--- src/rtl/serial_debug_mc.sv ---
// serial_debug_mc: store-and-forward node on the serial debug ring with CHANNELS probe/control registers.
// Latency: a frame is decoded the cycle after its last bit is sampled; retransmission starts the next cycle.
// Backpressure: none on the link; a frame completing while tx is busy is dropped (SERIAL_DEBUG_MC_STATUS_EN adds status counters).
module serial_debug_mc #(
    parameter int BITS     = 128,
    parameter int CHANNELS = 4
) (
    input  logic                       clk,
    input  logic                       rst_n,
    input  logic [7:0]                 prescaler,
    input  logic                       rx_data,
    input  logic                       rx_clk,
    output logic                       tx_data,
    output logic                       tx_clk,
    input  logic [BITS-1:0]            identity,
    input  logic [CHANNELS*BITS-1:0]   debug_outgoing_data,
    output logic [CHANNELS*BITS-1:0]   debug_incoming_data,
    output logic [CHANNELS-1:0]        debug_incoming_tgl,
    output logic [14:0]                node_address,
    output logic                       address_valid
);
    localparam int         F   = BITS + 24;
    localparam int         CW  = $clog2(F + 1);
    localparam logic [7:0] NCH = 8'(CHANNELS);

    typedef enum logic [1:0] {TX_IDLE, TX_LOW, TX_HIGH} tx_state_t;

    // Receive side
    logic            rxc_m, rxc_s, rxc_p, rxd_m, rxd_s;
    logic            rx_rise;
    logic [F-1:0]    rx_sh;
    logic [CW-1:0]   rx_cnt;
    logic [14:0]     idle_cnt;
    logic [14:0]     idle_lim;
    logic            dec_vld;

    // Decode
    logic            hdr_w;
    logic [14:0]     hdr_addr;
    logic [7:0]      hdr_sel;
    logic [BITS-1:0] rx_pay;
    logic [BITS-1:0] tx_pay;
    logic [BITS-1:0] chan_rd;
    logic            is_enum, hit, sel_ok, do_enum, do_write;
    logic [F-1:0]    dec_frame;

    // Transmit side
    tx_state_t       tx_state, tx_state_nx;
    logic [F-1:0]    tx_sh;
    logic [7:0]      tx_pre;
    logic [7:0]      ph_cnt;
    logic [CW-1:0]   tx_left;
    logic            phase_end, last_bit, tx_finish, bit_next, tx_free, tx_load;

`ifdef SERIAL_DEBUG_MC_STATUS_EN
    logic [7:0]      drop_count;
    logic [15:0]     write_count;
`endif

    assign rx_rise  = rxc_s & ~rxc_p;
    // Timeout after 64 link half-bits without a clock edge
    assign idle_lim = {1'b0, prescaler, 6'b0} + 15'd64;

    // Synchronise the upstream link, shift in bits and discard stalled partial frames
    always_ff @(posedge clk or negedge rst_n) begin
        if (!rst_n) begin
            rxc_m    <= 1'b0;
            rxc_s    <= 1'b0;
            rxc_p    <= 1'b0;
            rxd_m    <= 1'b0;
            rxd_s    <= 1'b0;
            rx_sh    <= '0;
            rx_cnt   <= '0;
            idle_cnt <= '0;
            dec_vld  <= 1'b0;
        end else begin
            rxc_m   <= rx_clk;
            rxc_s   <= rxc_m;
            rxc_p   <= rxc_s;
            rxd_m   <= rx_data;
            rxd_s   <= rxd_m;
            dec_vld <= 1'b0;
            if (rx_rise) begin
                rx_sh    <= {rx_sh[F-2:0], rxd_s};
                idle_cnt <= '0;
                if (rx_cnt == CW'(F - 1)) begin
                    rx_cnt  <= '0;
                    dec_vld <= 1'b1;
                end else begin
                    rx_cnt <= rx_cnt + CW'(1);
                end
            end else if (rx_cnt != '0) begin
                if (idle_cnt == idle_lim - 15'd1) begin
                    rx_cnt   <= '0;
                    idle_cnt <= '0;
                end else begin
                    idle_cnt <= idle_cnt + 15'd1;
                end
            end
        end
    end

    // Decode the received frame and build the frame to forward
    always_comb begin
        hdr_w    = rx_sh[0];
        hdr_addr = rx_sh[15:1];
        hdr_sel  = rx_sh[23:16];
        rx_pay   = rx_sh[F-1:24];
        chan_rd  = '0;
        for (int k = 0; k < CHANNELS; k++) begin
            if (hdr_sel == 8'(k + 1)) begin
                chan_rd = debug_outgoing_data[k*BITS +: BITS];
            end
        end
        is_enum  = (hdr_addr == 15'h7FFF);
        hit      = address_valid && (hdr_addr == node_address);
        sel_ok   = (hdr_sel != 8'd0) && (hdr_sel <= NCH);
        do_enum  = dec_vld && is_enum && (rx_pay[14:0] != 15'h7FFF);
        do_write = dec_vld && hdr_w && hit && sel_ok;
        tx_pay   = rx_pay;
        if (is_enum) begin
            tx_pay[14:0] = rx_pay[14:0] + 15'd1;
        end else if (hit && !hdr_w) begin
            if (hdr_sel == 8'h00) begin
                tx_pay = identity;
            end else if (sel_ok) begin
                tx_pay = chan_rd;
            end
`ifdef SERIAL_DEBUG_MC_STATUS_EN
            else if (hdr_sel == 8'hFE) begin
                tx_pay       = '0;
                tx_pay[31:0] = {NCH, drop_count, write_count};
            end
`endif
        end
        dec_frame = {tx_pay, rx_sh[23:0]};
    end

    // Tx bit sequencer: next state and load/finish decisions
    always_comb begin
        phase_end   = (ph_cnt == tx_pre);
        last_bit    = (tx_left == '0);
        tx_finish   = (tx_state == TX_HIGH) && phase_end && last_bit;
        bit_next    = (tx_state == TX_HIGH) && phase_end && !last_bit;
        // A finishing transmitter can accept the new frame in the same cycle
        tx_free     = (tx_state == TX_IDLE) || tx_finish;
        tx_load     = dec_vld && tx_free;
        tx_state_nx = tx_state;
        case (tx_state)
            TX_IDLE: tx_state_nx = TX_IDLE;
            TX_LOW:  if (phase_end) tx_state_nx = TX_HIGH;
            TX_HIGH: if (phase_end) tx_state_nx = last_bit ? TX_IDLE : TX_LOW;
            default: tx_state_nx = TX_IDLE;
        endcase
        if (tx_load) tx_state_nx = TX_LOW;
    end

    // Tx state register, shift register and registered link outputs
    always_ff @(posedge clk or negedge rst_n) begin
        if (!rst_n) begin
            tx_state <= TX_IDLE;
            tx_clk   <= 1'b0;
            tx_data  <= 1'b0;
            tx_sh    <= '0;
            tx_pre   <= '0;
            ph_cnt   <= '0;
            tx_left  <= '0;
        end else begin
            tx_state <= tx_state_nx;
            tx_clk   <= (tx_state_nx == TX_HIGH);
            if (tx_load) begin
                tx_data <= dec_frame[F-1];
                tx_sh   <= {dec_frame[F-2:0], 1'b0};
                tx_left <= CW'(F - 1);
                tx_pre  <= prescaler;
                ph_cnt  <= '0;
            end else if (bit_next) begin
                tx_data <= tx_sh[F-1];
                tx_sh   <= {tx_sh[F-2:0], 1'b0};
                tx_left <= tx_left - CW'(1);
                tx_pre  <= prescaler;
                ph_cnt  <= '0;
            end else if (tx_finish) begin
                tx_data <= 1'b0;
                ph_cnt  <= '0;
            end else if (tx_state != TX_IDLE) begin
                ph_cnt <= phase_end ? 8'd0 : ph_cnt + 8'd1;
            end
        end
    end

    // Address claim and channel register writes take effect in the decode cycle
    always_ff @(posedge clk or negedge rst_n) begin
        if (!rst_n) begin
            node_address        <= '0;
            address_valid       <= 1'b0;
            debug_incoming_data <= '0;
            debug_incoming_tgl  <= '0;
        end else begin
            if (do_enum) begin
                node_address  <= rx_pay[14:0];
                address_valid <= 1'b1;
            end
            for (int k = 0; k < CHANNELS; k++) begin
                if (do_write && (hdr_sel == 8'(k + 1))) begin
                    debug_incoming_data[k*BITS +: BITS] <= rx_pay;
                    debug_incoming_tgl[k]               <= ~debug_incoming_tgl[k];
                end
            end
        end
    end

`ifdef SERIAL_DEBUG_MC_STATUS_EN
    // Status counters: saturating drops, wrapping accepted writes
    always_ff @(posedge clk or negedge rst_n) begin
        if (!rst_n) begin
            drop_count  <= '0;
            write_count <= '0;
        end else begin
            if (dec_vld && !tx_free && (drop_count != 8'hFF)) drop_count <= drop_count + 8'd1;
            if (do_write) write_count <= write_count + 16'd1;
        end
    end
`endif

endmodule

--- config.mk ---
export PLATFORM = sky130hd
export DESIGN_NAME = serial_debug_mc
export DESIGN_NICKNAME = d
export VERILOG_FILES = /design/src/rtl/serial_debug_mc.sv
export SDC_FILE = /design/constraint.sdc
export NUM_CORES = 2
export LEC_CHECK = 0
export CAP_MARGIN = 10
export CORE_AREA = 2 2 467 469
export CTS_CLUSTER_SIZE = 8
export DETAILED_ROUTE_END_ITERATION = 8
export DIE_AREA = 0 0 469 471
export GPL_TIMING_DRIVEN = 0
export HOLD_SLACK_MARGIN = 0.05
export PLACE_DENSITY = 0.47
export SYNTH_ARGS = -nofsm -noshare
export SYNTH_HDL_FRONTEND = slang
export SYNTH_SLANG_ARGS = --single-unit
--- constraint.sdc ---
create_clock -name clk -period 4.8 [get_ports clk]
set_input_delay 0.96 -clock clk [delete_from_list [all_inputs] [get_ports clk]]
set_output_delay 0.96 -clock clk [all_outputs]
set_load 0.01 [all_outputs]
* Word-level counts from Yosys, hierarchy flattened
Cells that the tools add are included.
** Operators by class
- Add/subtract/negate cells :: 7
- $mul :: 0
- Divide/modulo/power cells :: 0
- Magnitude comparators :: 1
- Equality and inequality tests :: 13
- Shifts and indexed selects :: 0
- Mux-type cells :: 37
- Bitwise logic cells :: 6
- Reductions and logical operators :: 31
** Operators with widths (number)
- 128-bit 2-to-1 mux :: 7
- 152-bit 2-to-1 mux :: 2
- 113-bit 2-to-1 mux :: 1
- 8-bit 2-to-1 mux :: 13
- 15-bit 2-to-1 mux :: 4
- 15-bit by 1-bit adder with 15-bit output, second input constant :: 2
- 15-bit == test :: 2
- 8-bit by 1-bit adder with 8-bit output, second input constant :: 2
- 8-bit by 2-bit == test with 1-bit output, second input constant :: 2
- 1-bit logical AND :: 16
- 8-bit logical NOT :: 2
- 8-bit nonzero test :: 2
- 14-bit by 7-bit adder with 15-bit output, second input constant :: 1
- 15-bit == test, second input constant :: 1
- 15-bit != test, second input constant :: 1
- 15-bit by 1-bit subtractor with 15-bit output, second input constant :: 1
- 8-bit by 1-bit == test with 1-bit output, second input constant :: 1
- 8-bit by 3-bit == test with 1-bit output, second input constant :: 1
- 8-bit == test :: 1
- 8-bit == test, second input constant :: 1
- 8-bit by 3-bit less-or-equal comparator with 1-bit output, second input constant :: 1
- 2-bit nonzero test :: 4
- 8-bit by 1-bit subtractor with 8-bit output, second input constant :: 1
- 1-bit 2-to-1 mux :: 6
- other kinds (12) :: 20
** Storage, ports and cells
- Flip-flop bits (word level) :: 893
- Bits in latches :: 0
- Memory bits (writable) :: 0
- Bits in read-only memories :: 0
- Bits of input ports :: 652
- Output and inout port bits :: 534
- Word-level logic and storage cells :: 121
- Memories :: 0

* Depth between registers and ports, before layout
- Depth after elaboration :: 10
- Depth in mapped cells :: 11
- Depth with buffers taken out :: 8

* Worst setup path after synthesis
OpenSTA, ideal clock, no wires.
- Path type :: reg-to-reg
- From :: reg rx_sh[21]
- To :: reg debug_incoming_data[364]
- Library setup time :: 0.125 ns
- Arrival time :: 2.603 ns
- Required time :: 4.675 ns
- Setup slack :: 2.073 ns
- Stages on the path, launching flop included :: 9
- Path buffers :: 2
- Clock period less this slack :: 2.727 ns
- Cell sequence :: dfrtp_1 > or4_4 > nor2_4 > o2111ai_1 > or4_4 > nor3_2 > buf_2 > buf_4 > mux2_2
** Between the ends
- Cells in the longest elaborated chain, start to end :: 4
- Elaborated cells on any way between the ends :: 6
- Classes of those cells :: order compare (1); eq/ne (1); reduce/logical (4)
** Ends and longest elaborated chain
- start: declaration :: line 31 : logic [F-1:0] rx_sh;
- start signal: assignment :: line 84 : rx_sh <= {rx_sh[F-2:0], rxd_s};
- 8-bit by 3-bit less-or-equal comparator with 1-bit output / 8-bit nonzero test (equally long branches) :: line 117 : sel_ok = (hdr_sel != 8'd0) && (hdr_sel <= NCH);
- 1-bit logical AND :: line 117
- 1-bit logical AND :: line 119 : do_write = dec_vld && hdr_w && hit && sel_ok;
- 1-bit logical AND (*) :: line 205 : if (do_write && (hdr_sel == 8'(k + 1))) begin
- end signal: indexed assignment :: line 206 : debug_incoming_data[k*BITS +: BITS] <= rx_pay;
- end: declaration :: line 17 : output logic [CHANNELS*BITS-1:0] debug_incoming_data,
Mark *: on every way between the ends. The rest lies on a longest branch, timed or not.
A chain may end at the register's enable or synchronous reset.

* Worst setup path in the final report
- From :: reg rx_sh[18]
- To :: reg debug_incoming_data[18]
The elaborated chain is that of the path after synthesis.

==> reports/metrics.yaml <==
finish:
  final_nets: 5356
  drive_above_1_share_pct: 17.28
  fin_util_pct: 28.04
  nFillCells: 22475
  syn2layout_area_growth_pct: 48.40
  stdcell_area_mm2: 0.06058
pwr:
  p_leak_nw: 26.69
  p_per_area_mw_per_mm2: 304.3
  power_mw: 18.44
  pwr-share-clk_pct: 46.7
  combPwrFrac_pct: 10.5
  switching_power_mw: 4.644
  switching_share_pct: 25.19
  p_int_mw: 13.79
  power_frac_seq_pct: 42.7
  ir_drop_mv: 0.3400
sta:
  skew_ns: 0.03004
  setup_violations: 0
  final.setup.tns_ns: 0
  tightestPinTransition_ns: 1.232
  drv_slew: 0
  hold_violations: 0
  slew_headroom_pct: 17.84
  post-route-period-util_pct: 96.06
  fmax_mhz: 216.9
  fin_crit_ns: 4.611
  rsz0062_at_grt: "false"
yosys:
  synthesis.nets: 4016
  syn_area_mm2: 0.04083
  yosys_warnings: 0
  yosysMostFrequentCell: "dfrtp_1"
  ys_ff_latch: 892
  ys_types: 63
  seq_area_frac_synth_pct: 54.68
  avgSynthCellArea_um2: 12.17
  synth_area_leaders: "dfrtp_1 55%, mux2_2 12%, nand2_1 7.0%"
  synth-edff-count: 0
  synth_top_area_share_pct: 54.68
  synth_flop_cell: "dfrtp_1"
  synth_cells: 3355
  synth_area_leader_cell: "dfrtp_1"
  synthArstFlopShare_pct: 100.0
  synth_common_cells: "892 x dfrtp_1, 762 x nand2_1, 425 x mux2_2"
place:
  hpwl_mm: 202.5
  dpl_cell_area_mm2: 0.05677
  port_buffers: 1185
  gp_congestion: 0.9759
hold_path:
  hold_class: "in -> async"
global_routing:
  grt_max_degree: 122
  first_global_vias: 35001
  grt-ovfl-total: 0
  grt_pass1_wl_mm: 323.5
  antenna_found_initial: 216
  grt.total_usage_pct: 21.68
clock_network:
  clkTransAtPathRegs_ns: 0.06
  clock_latency_ns: 0.76
  root_buffer: "clkbuf_16"
  cts-buffers-inserted: 132
  htreeDepth: 4
  post_cts_buffers: 0
  clkSinkCount: 892
  cts_tree: "built"
  clockBufferDepth: 3
setup_path:
  crit_path_end: "debug_incoming_data[18]"
  reg2regPathDepth: 9
  r2r-end: "debug_incoming_data[18]"
  cp-startpoint: "rx_sh[18]"
  regToRegStartpoint: "rx_sh[18]"
  r2r_slack_ns: 0.19
  worst_setup_path_start_kind: "flip-flop"
  endpoint_kind: "flip-flop"
  cp.required_ns: 5.42
  critPathKind: "reg -> reg"
  critPathArrivalTime_ns: 5.23
  crit_fanout: 10
routing:
  post_drt_wl_per_cell_um: 32.15
  drt_first_pass_iters: 6
  viasPerCell: 4.615
  antenna_left: 0
  vias: 35288
  post-route-drc-count: 0
  first_iter_violations: 2997
  wl_mm: 245.8
floorplan:
  fp-row-count: 171
  die_h_um: 471
  dieArea_mm2: 0.2209
  coreArea_mm2: 0.2161
  io_pins: 1186
  initial_core_util_pct: 18.89
  die_width_um: 469
run:
  cap_violations: 0
status:
  status: "finished, final reports clean"
## through the flow
| step | hold slack (ns) | worst slack (ns) | instances |
|---|---|---|---|
| 2_1_floorplan | 0.3312 | 2.073 | 3355 |
| 3_3_place_gp | 0.3403 | -39.64 | 7394 |
| 3_5_place_dp | 0.3371 | 0.05238 | 7415 |
| 4_1_cts | 0.06751 | 0.04196 | 7577 |
| 5_1_grt | 0.09061 | 0.02259 | 7590 |
| 6_report | 0.1325 | 0.1893 | 7647 |
## state kept, by name, indices dropped and copies added, names as in the netlist, 2 cells and up
name                 count
tx_pre                   8
rx_cnt                   8
idle_cnt                15
tx_state                 2
tx_left                  8
debug_incoming_tgl       4
debug_incoming_data    512
node_address            15
tx_sh                  151
rx_sh                  152
ph_cnt                   8
## power by group through the flow
stage / clock network [mW] / registers (mW) / logic, mW
floorplan: 0 / 7.95 / 0.741
global placement: 0 / 8.03 / 1.90
detailed placement: 0 / 8.00 / 1.96
CTS: 8.87 / 7.88 / 1.97
global route: 9.15 / 7.90 / 2.08
finish: 8.61 / 7.88 / 1.94
## layout by cell type (no fill, tap or decap), drive strengths merged, types with 17 or more instances in the layout
cell / instances
nand4: 17
a21oi: 17
diode: 70
a31oi: 139
a221oi: 112
xor2: 39
mux2i: 19
clkdlybuf4s50: 1184
clkbuf: 329
xnor2: 23
mux4: 126
nand2: 762
inv: 23
nand3: 22
buf: 107
o21ai: 35
dfrtp: 892
mux2: 535
a22o: 119
o22ai: 28
nor2: 70
## what timing repair did
action                                  in CTS  in global routing
endpoints found under the setup margin       0                 95
hold buffers                                 0                  0
gates resized for setup                      0                  2
## logic make-up (layout without fill, tap and decap cells)
family / Yosys count / count (layout) / share of synthesized area (%)
other: 0 / 70 / 0
and+or+nand+nor: 940 / 940 / 9.384
xor gates and xnor gates: 62 / 62 / 1.330
buffers and inverters: 281 / 1649 / 3.169
adders and majority gates: 9 / 9 / 0.2758
AOI/OAI and AO/OA: 491 / 491 / 8.992
muxes: 680 / 680 / 22.17
DFF: 892 / 892 / 54.68
## critical path, stage by stage, from the launching register on
cell       delay, ns
dfrtp_1         0.31
buf_2           0.34
clkinv_1        0.72
nor2_1          0.45
o2111ai_1       0.15
or4_4           0.53
nor3_2          0.38
buf_2           0.80
buf_4           0.37
mux2_2          0.36
## area by class of cell
cell class,count,area (um2),share of cell area (%)
tap,2854,3571,5.894
antenna,70,175.2,0.2891
inverter,16,60.06,0.09913
sequential,892,22320,36.84
multi-input combinational,2182,17220,28.42
clock buffer,149,3471,5.729
clock inverter,13,165.2,0.2726
buffer,265,1254,2.069
timing repair buffer,1206,12350,20.39
## worst min-delay path by stage
stage,from,endpoint,slack [ns],depth (start not counted)
after floorplan,rxc_m,rxc_s,0.33,0
after global placement,rxd_m,rxd_s,0.34,0
after detailed placement,rxc_m,rxc_s,0.34,0
after CTS,rst_n,tx_sh[126],0.07,1
after global routing,rst_n,debug_incoming_data[216],0.09,1
final,rst_n,debug_incoming_data[216],0.13,1
## layer usage
layer,GRT usage [%],share of wire [%],vias to the layer above
li1,-,-,14907
met1,28.13,42,18073
met5,0,0.31,-
met2,32.31,43,1794
met3,10.46,13,394
met4,4.879,2.2,120
Power figures use the tool's default switching activity.
